$ cat config.mk
export PLATFORM = sky130hd
export DESIGN_NAME = branch_exec_ctrl
export DESIGN_NICKNAME = d
export VERILOG_FILES = /design/src/rtl/rv_isa_pkg.sv /design/src/rtl/branch_cmp.sv /design/src/rtl/branch_exec_ctrl.sv
export SDC_FILE = /design/constraint.sdc
export NUM_CORES = 1
export LEC_CHECK = 0
export ABC_CLOCK_PERIOD_IN_PS = 14200
export CORE_MARGIN = 2
export CORE_UTILIZATION = 25
export DETAILED_ROUTE_END_ITERATION = 8
export PLACE_DENSITY = 0.52
export SLEW_MARGIN = 40
export SYNTH_ARGS = -nofsm -noshare
export SYNTH_HDL_FRONTEND = slang
export SYNTH_SLANG_ARGS = --single-unit
$ cat constraint.sdc
create_clock -name clk -period 14.2 [get_ports clk]
set_input_delay 1.42 -clock clk [delete_from_list [all_inputs] [get_ports clk]]
set_output_delay 1.42 -clock clk [all_outputs]
set_load 0.01 [all_outputs]
$ cat src/rtl/rv_isa_pkg.sv
// rv_isa_pkg: RV32I branch opcode, funct3 encodings and branch sequencer states
package rv_isa_pkg;
  localparam logic [6:0] OPC_BRANCH = 7'b1100011;
  localparam logic [2:0] F3_BEQ  = 3'b000;
  localparam logic [2:0] F3_BNE  = 3'b001;
  localparam logic [2:0] F3_BLT  = 3'b100;
  localparam logic [2:0] F3_BGE  = 3'b101;
  localparam logic [2:0] F3_BLTU = 3'b110;
  localparam logic [2:0] F3_BGEU = 3'b111;
  typedef enum logic [2:0] {IDLE, RD1, RD2, EXEC, RESP} branch_state_t;
endpackage

$ cat src/rtl/branch_cmp.sv
// branch_cmp: combinational RV32I branch condition evaluation
module branch_cmp
  import rv_isa_pkg::*;
#(
  parameter int XLEN = 32
) (
  input  logic [XLEN-1:0] op1,
  input  logic [XLEN-1:0] op2,
  input  logic [2:0]      funct3,
  output logic            taken
);
  logic eq, lt, ltu;
  always_comb begin
    eq    = op1 == op2;
    lt    = $signed(op1) < $signed(op2);
    ltu   = op1 < op2;
    taken = funct3 == F3_BEQ  ? eq   :
            funct3 == F3_BNE  ? !eq  :
            funct3 == F3_BLT  ? lt   :
            funct3 == F3_BGE  ? !lt  :
            funct3 == F3_BLTU ? ltu  :
            funct3 == F3_BGEU ? !ltu : 1'b0;
  end
endmodule

$ cat src/rtl/branch_exec_ctrl.sv
// branch_exec_ctrl: multi-cycle RV32I conditional branch sequencer (optional stats via BRANCH_EXEC_STATS_EN)
module branch_exec_ctrl
  import rv_isa_pkg::*;
#(
  parameter int XLEN  = 32,
  parameter int RF_AW = 5
) (
  input  logic             clk,
  input  logic             rst,
  input  logic             in_valid,
  output logic             in_ready,
  input  logic [31:0]      in_instr,
  input  logic [XLEN-1:0]  in_pc,
  output logic             rf_ren,
  output logic [RF_AW-1:0] rf_raddr,
  input  logic [XLEN-1:0]  rf_rdata,
  output logic             rsp_valid,
  input  logic             rsp_ready,
  output logic             rsp_taken,
  output logic [XLEN-1:0]  rsp_target,
  output logic             rsp_illegal,
  output logic             rsp_misalign
`ifdef BRANCH_EXEC_STATS_EN
  ,
  output logic [31:0]      stat_taken,
  output logic [31:0]      stat_not_taken
`endif
);
  branch_state_t state;
  logic [XLEN-1:0] pc, imm, op1, target;
  logic [2:0] f3;
  logic [4:0] rs2;
  logic in_illegal, taken;
  always_comb begin
    in_illegal = in_instr[6:0] != OPC_BRANCH || in_instr[14:13] == 2'b01;
    target     = pc + (taken ? imm : XLEN'(4));
  end
  // op2 is consumed straight off the RF port during EXEC
  branch_cmp #(.XLEN(XLEN)) u_cmp (
    .op1    (op1),
    .op2    (rf_rdata),
    .funct3 (f3),
    .taken  (taken)
  );
  always_ff @(posedge clk) begin
    if (rst) begin
      state        <= IDLE;
      in_ready     <= 1'b1;
      rf_ren       <= 1'b0;
      rf_raddr     <= '0;
      rsp_valid    <= 1'b0;
      rsp_taken    <= 1'b0;
      rsp_target   <= '0;
      rsp_illegal  <= 1'b0;
      rsp_misalign <= 1'b0;
      pc           <= '0;
      imm          <= '0;
      op1          <= '0;
      f3           <= '0;
      rs2          <= '0;
    end else begin
      case (state)
        IDLE: if (in_valid) begin
          pc       <= in_pc;
          imm      <= {{(XLEN-13){in_instr[31]}}, in_instr[31], in_instr[7], in_instr[30:25], in_instr[11:8], 1'b0};
          f3       <= in_instr[14:12];
          rs2      <= in_instr[24:20];
          in_ready <= 1'b0;
          if (in_illegal) begin
            state        <= RESP;
            rsp_valid    <= 1'b1;
            rsp_illegal  <= 1'b1;
            rsp_taken    <= 1'b0;
            rsp_misalign <= 1'b0;
            rsp_target   <= in_pc + XLEN'(4);
          end else begin
            state    <= RD1;
            rf_ren   <= 1'b1;
            rf_raddr <= RF_AW'(in_instr[19:15]);
          end
        end
        RD1: begin
          state    <= RD2;
          rf_raddr <= RF_AW'(rs2);
        end
        RD2: begin
          state    <= EXEC;
          op1      <= rf_rdata;
          rf_ren   <= 1'b0;
          rf_raddr <= '0;
        end
        EXEC: begin
          state        <= RESP;
          rsp_valid    <= 1'b1;
          rsp_illegal  <= 1'b0;
          rsp_taken    <= taken;
          rsp_target   <= target;
          rsp_misalign <= taken & target[1];
        end
        RESP: if (rsp_ready) begin
          state     <= IDLE;
          rsp_valid <= 1'b0;
          in_ready  <= 1'b1;
        end
        default: state <= IDLE;
      endcase
    end
  end
`ifdef BRANCH_EXEC_STATS_EN
  always_ff @(posedge clk) begin
    if (rst) begin
      stat_taken     <= '0;
      stat_not_taken <= '0;
    end else if (state == RESP && rsp_ready && !rsp_illegal) begin
      if (rsp_taken) stat_taken <= stat_taken + {31'b0, ~&stat_taken};
      else stat_not_taken <= stat_not_taken + {31'b0, ~&stat_not_taken};
    end
  end
`endif
endmodule

# After elaboration in Yosys (flattened, before gate mapping)
# Cells that the tools add are included.
# totals
regBits	130
input_bits	100
out_inout_bits	43
elab_cells	85
# classes
add_sub_neg	2
order_cmp	2
eq_ne	16
n_mux	32
n_bitwise	1
n_reduce_logical	18
# ops
op	n
$mux 32	3
$lt 32x32->1	2
$pmux 32 s2	1
$add 32x3->32 const B	1
$add 32x32->32	1
$eq 32x32->1	1
$eq 3x3->1 const B	5
$mux 1	15
$pmux 3 s5	1
$pmux 5 s3	1
$reduce_and 3->1	4
$mux 5	2
$pmux 1 s2	5
$mux 3	3
$ne 2x2->1 const B	4
$ne 7x7->1 const B	1
$eq 3x1->1 const B	2
$eq 3x2->1 const B	2
$logic_not 3->1	2
$reduce_bool 2->1	3
$reduce_bool 3->1	2
$reduce_and 2->1	2
$reduce_and 4->1	1
$logic_not 1->1	3
4 further kinds	4

# Depth between registers and ports, before layout
# depth
ltp_word	12
ltp_mapped	20
ltp_nobuf	19

# By module
# Synthesis repeated with hierarchy kept, for this count alone.
# unflattened
cells_unflattened	1096
area_unflattened_um2	8182.8
# modules_own_cells
mod	instances	cells_per_inst	area_per_inst_um2	seq_area_each_um2
branch_exec_ctrl	1	972	7304.5	2602.5
branch_cmp	1	124	878.3	0.0

# Least setup slack after synthesis
# No wires, ideal clock.
# synth_timing
path_kind	input-to-reg
start	input rf_rdata[1]
end	register rsp_target[23]
setup_ns	0.128
arrival_time_ns	5.338
required_ns	14.072
path_slack_ns	8.734
cell_stages	20
n_path_buf	1
path_cell_list	inv_1 > ha_1 > nor2b_1 > o211ai_1 > a2111o_1 > a31o_1 > and4_1 > nor3_1 > buf_2 > nor2b_1 > ha_1 > fa_1 > a211oi_1 > nor3_1 > o21ai_2 > o21ai_1 > a311oi_2 > o21ai_0 > a22oi_1 > o41ai_1
# synth_via
elab_chain_len	11
word_cells_on_any_way	15
cone_classes	add/sub (1); order compare (2); eq/ne (1); mux (8); reduce/logical (3)
# synth_lines
item	line_no	rtl
start, declared	branch_exec_ctrl.sv:16	input logic [XLEN-1:0] rf_rdata,
$lt 32x32->1	branch_cmp.sv:16	ltu = op1 < op2;
$logic_not 1->1	branch_cmp.sv:22	funct3 == F3_BGEU ? !ltu : 1'b0;
$mux 1	branch_cmp.sv:22	
$mux 1	branch_cmp.sv:21	funct3 == F3_BLTU ? ltu :
$mux 1	branch_cmp.sv:20	funct3 == F3_BGE ? !lt :
$mux 1	branch_cmp.sv:19	funct3 == F3_BLT ? lt :
$mux 1	branch_cmp.sv:18	funct3 == F3_BNE ? !eq :
$mux 1 *	branch_cmp.sv:17	taken = funct3 == F3_BEQ ? eq :
$mux 32 *	branch_exec_ctrl.sv:36	target = pc + (taken ? imm : XLEN'(4));
$add 32x32->32 *	branch_exec_ctrl.sv:36	
$pmux 32 s2 *	branch_exec_ctrl.sv:62	case (state)
end signal, assigned	branch_exec_ctrl.sv:75	rsp_target <= in_pc + XLEN'(4);
end signal, assigned	branch_exec_ctrl.sv:97	rsp_target <= target;
end, declared	branch_exec_ctrl.sv:20	output logic [XLEN-1:0] rsp_target,
# Every way passes the cells marked *; elsewhere a longest branch is shown, timed or not.
# A chain may end at the register's enable or synchronous reset.

# Worst setup path in the final report
# layout_timing
start	input rf_rdata[31]
end	register rsp_target[23]
# Same word-level chain as after synthesis.

==> impl_metrics.ini <==
[setup_path]
crit_path_end_kind = flip-flop
worstPathCellList = clkdlybuf4s50_1 > inv_1 > ha_1 > nand4_1 > nor2_1 > nand3_1 > a31o_1 > and4_1 > o31ai_1 > inv_1 > ha_1 > a21o_1 > a21o_1 > a211oi_1 > o21ai_1 > a311oi_2 > o21ai_0 > a22oi_1 > o41ai_1
critPathKind = input pin to flip-flop
cpPeakStageDelay_ps = 530
slowest_stage = ha_1
path_max_fanout = 19
startpoint_type = input pin
cp.required_ps = 14480
cp.arrival_ps = 6480

[cts]
clk_latency_ps = 430
hold_buffers = 0
ctsResizeCount = 0
tritoncts = done
post-cts-setup-buffers = 0
path_clk_slew_ps = 60
root_buffer = clkbuf_16
clock_sinks = 130
cts_buffers = 17
cts_buffer_depth = 2
cts.htree.levels = 4

[run_status]
run_status = finished, final reports clean

[sta]
max_freq_mhz = 161.2
finalHoldViolations = 0
final-setup-viol-count = 0
timing.final.ws_setup_ps = 7996
relSlewSlack = 0.4462
worst_slew_pin_slew_ps = 830.7
rsz0062_at_grt = no
min_period_ps = 6204
drv_slew = 0
fin_setup_tns_ps = 0
fin_skew_ps = 14.50
timing.final.crit_share = 0.4369

[die]
io_pins = 143
die_area_um2 = 32930
core_area_um2 = 30830
die_x_um = 181.5
rows = 64
die_y_um = 181.5
start_util = 0.2554

[place]
gp_congestion = 0.8505
portBuffers = 142
post-place-ws_ps = 7497
hpwl_um = 17480

[logic_synthesis]
yosys-top-cells-area = dfxtp_1, nand2_1, ha_1, a21oi_1, nor2_1
synth_seq_cells = 130
synthXorXnorAreaFrac = 0.05118
syn_avg_cell_area_um2 = 7.643
synth_nets = 1194
yosysTopAreaCellShare = 0.3306
yosys.area_share.simple = 0.2300
synth_cells = 1030
yosysTopAreaCell = dfxtp_1
ys_types = 75
dominantRegCellSynth = dfxtp_1
synth-edff-count = 0
synth_area_um2 = 7873
async_flop_share = 0
synth_compound_area_frac = 0.2368
ys_seq_area_frac = 0.3306
synth_mux_area_frac = 0.001271
yosysWarnings = 0
synthAdderAreaFrac = 0.1027
synth_most_common_cell = nand2_1
synth_top_family_by_area = compound AO/OA/AOI/OAI gates
synth_common_cells = nand2_1, a21oi_1, dfxtp_1

[final_layout]
diodes = 0
multi_input_area_um2 = 4913
syn_to_final_growth_pct = 29.93
nNetsFinal = 1313
drive_gt1_frac = 0.05766
seq_area_um2 = 2603
n_fill_cell = 3238

[global_routing]
grt_pass1_wl_um = 39050
grt_pass1_vias = 7283
grtUsageTotal = 0.1486
antenna_found_initial = 0
grt_max_degree = 74
overflow = 0

[routing]
vias = 7550
wl_um = 24460
wl_per_cell_um = 15.70
first_pass_iters = 4
ant_nets = 0
viasPerCell = 4.846
drc = 0
dr.first_iter.drc_count = 381

[run]
max_cap_viol_count = 0

[pwr]
pwr_density_cell_nw_per_um2 = 97.49
p_leak_uw = 0.004009
ir_worst_vdd_v = 0.00006865
p_total_uw = 997.2

[min_path]
hold_path.class = flip-flop to flip-flop
==> layout make-up <==
class                           count  area share
Tap cell                          396     0.04844
Inverter                           42     0.01541
Timing Repair Buffer              150      0.1446
Clock inverter                     14     0.01382
Multi-Input combinational cell    808      0.4804
Clock buffer                       18     0.04294
Sequential cell                   130      0.2544
==> critical path: cells and delay by family <==
kind | cells | cell delay [ps]
AO/OA/AOI/OAI | 10 | 2430
buffers and inverters | 3 | 1030
adder cells (fa/ha/maj) | 2 | 860
AND/OR/NAND/NOR | 4 | 730
==> layout by cell type, fill, tap and decap left out, types with 5 or more instances in the layout <==
cell type,n
nor3_1,13
inv_1,42
o21a_1,8
xor2_1,23
a22o_1,8
o211ai_1,14
clkbuf_16,17
nand2b_1,6
a21oi_1,136
inv_6,6
a211oi_1,26
xnor2_1,23
o21ai_0,26
nor2_1,74
clkdlybuf4s50_1,141
nand2_1,222
a21o_1,13
and3_1,9
or3_1,7
o31ai_1,5
nor2b_1,13
nand4_1,17
nand3_1,19
a22oi_1,7
a31oi_1,6
dfxtp_1,130
ha_1,63
buf_4,9
==> final timing paths <==
kind,depth (start not counted),start,slack (ps),end
hold reg to reg,2,imm[3],450,imm[3]
setup reg to reg,17,op1[31],9240,rsp_target[23]
hold / removal,2,imm[3],450,imm[3]
setup / recovery,19,rf_rdata[31],8000,rsp_target[23]
==> cells by family after synthesis <==
kind of cell	after synthesis
buf+inv	92
xor+xnor	46
mux	1
fa+ha+maj	64
simple gates	408
compound gates	289
flops	130
==> where the power goes <==
group | internal (uW) | switching, uW
clock | 251 | 192
sequential | 383 | 12.4
combinational | 77.2 | 81.6
==> per-layer routing <==
layer	track usage	share of wire
met1	0.1914	0.48
met2	0.2506	0.47
met3	0.02708	0.038
met4	0.04878	0.019
met5	0	0
==> stage by stage <==
stage / hold WS (ps) / instance area [um^2] / utilization / cells
after floorplan: 431.6 / 7873 / - / 1030
after global placement: 440.9 / 9648 / 0.3129 / 1526
after detailed placement: 444.5 / 9648 / 0.3129 / 1526
after CTS: 453.9 / 10230 / 0.3318 / 1558
after global routing: 468.0 / 10230 / 0.3318 / 1558
final: 450.9 / 10230 / 0.3318 / 1558
==> sequential cells by signal (all words and copies together), names as in the netlist <==
name	cells
rf_raddr	5
f3	3
rsp_misalign	1
rsp_taken	1
rf_ren	1
pc	32
in_ready	1
op1	32
rs2	5
state	3
imm	12
rsp_valid	1
rsp_illegal	1
rsp_target	32
Power figures use the tool's default switching activity.
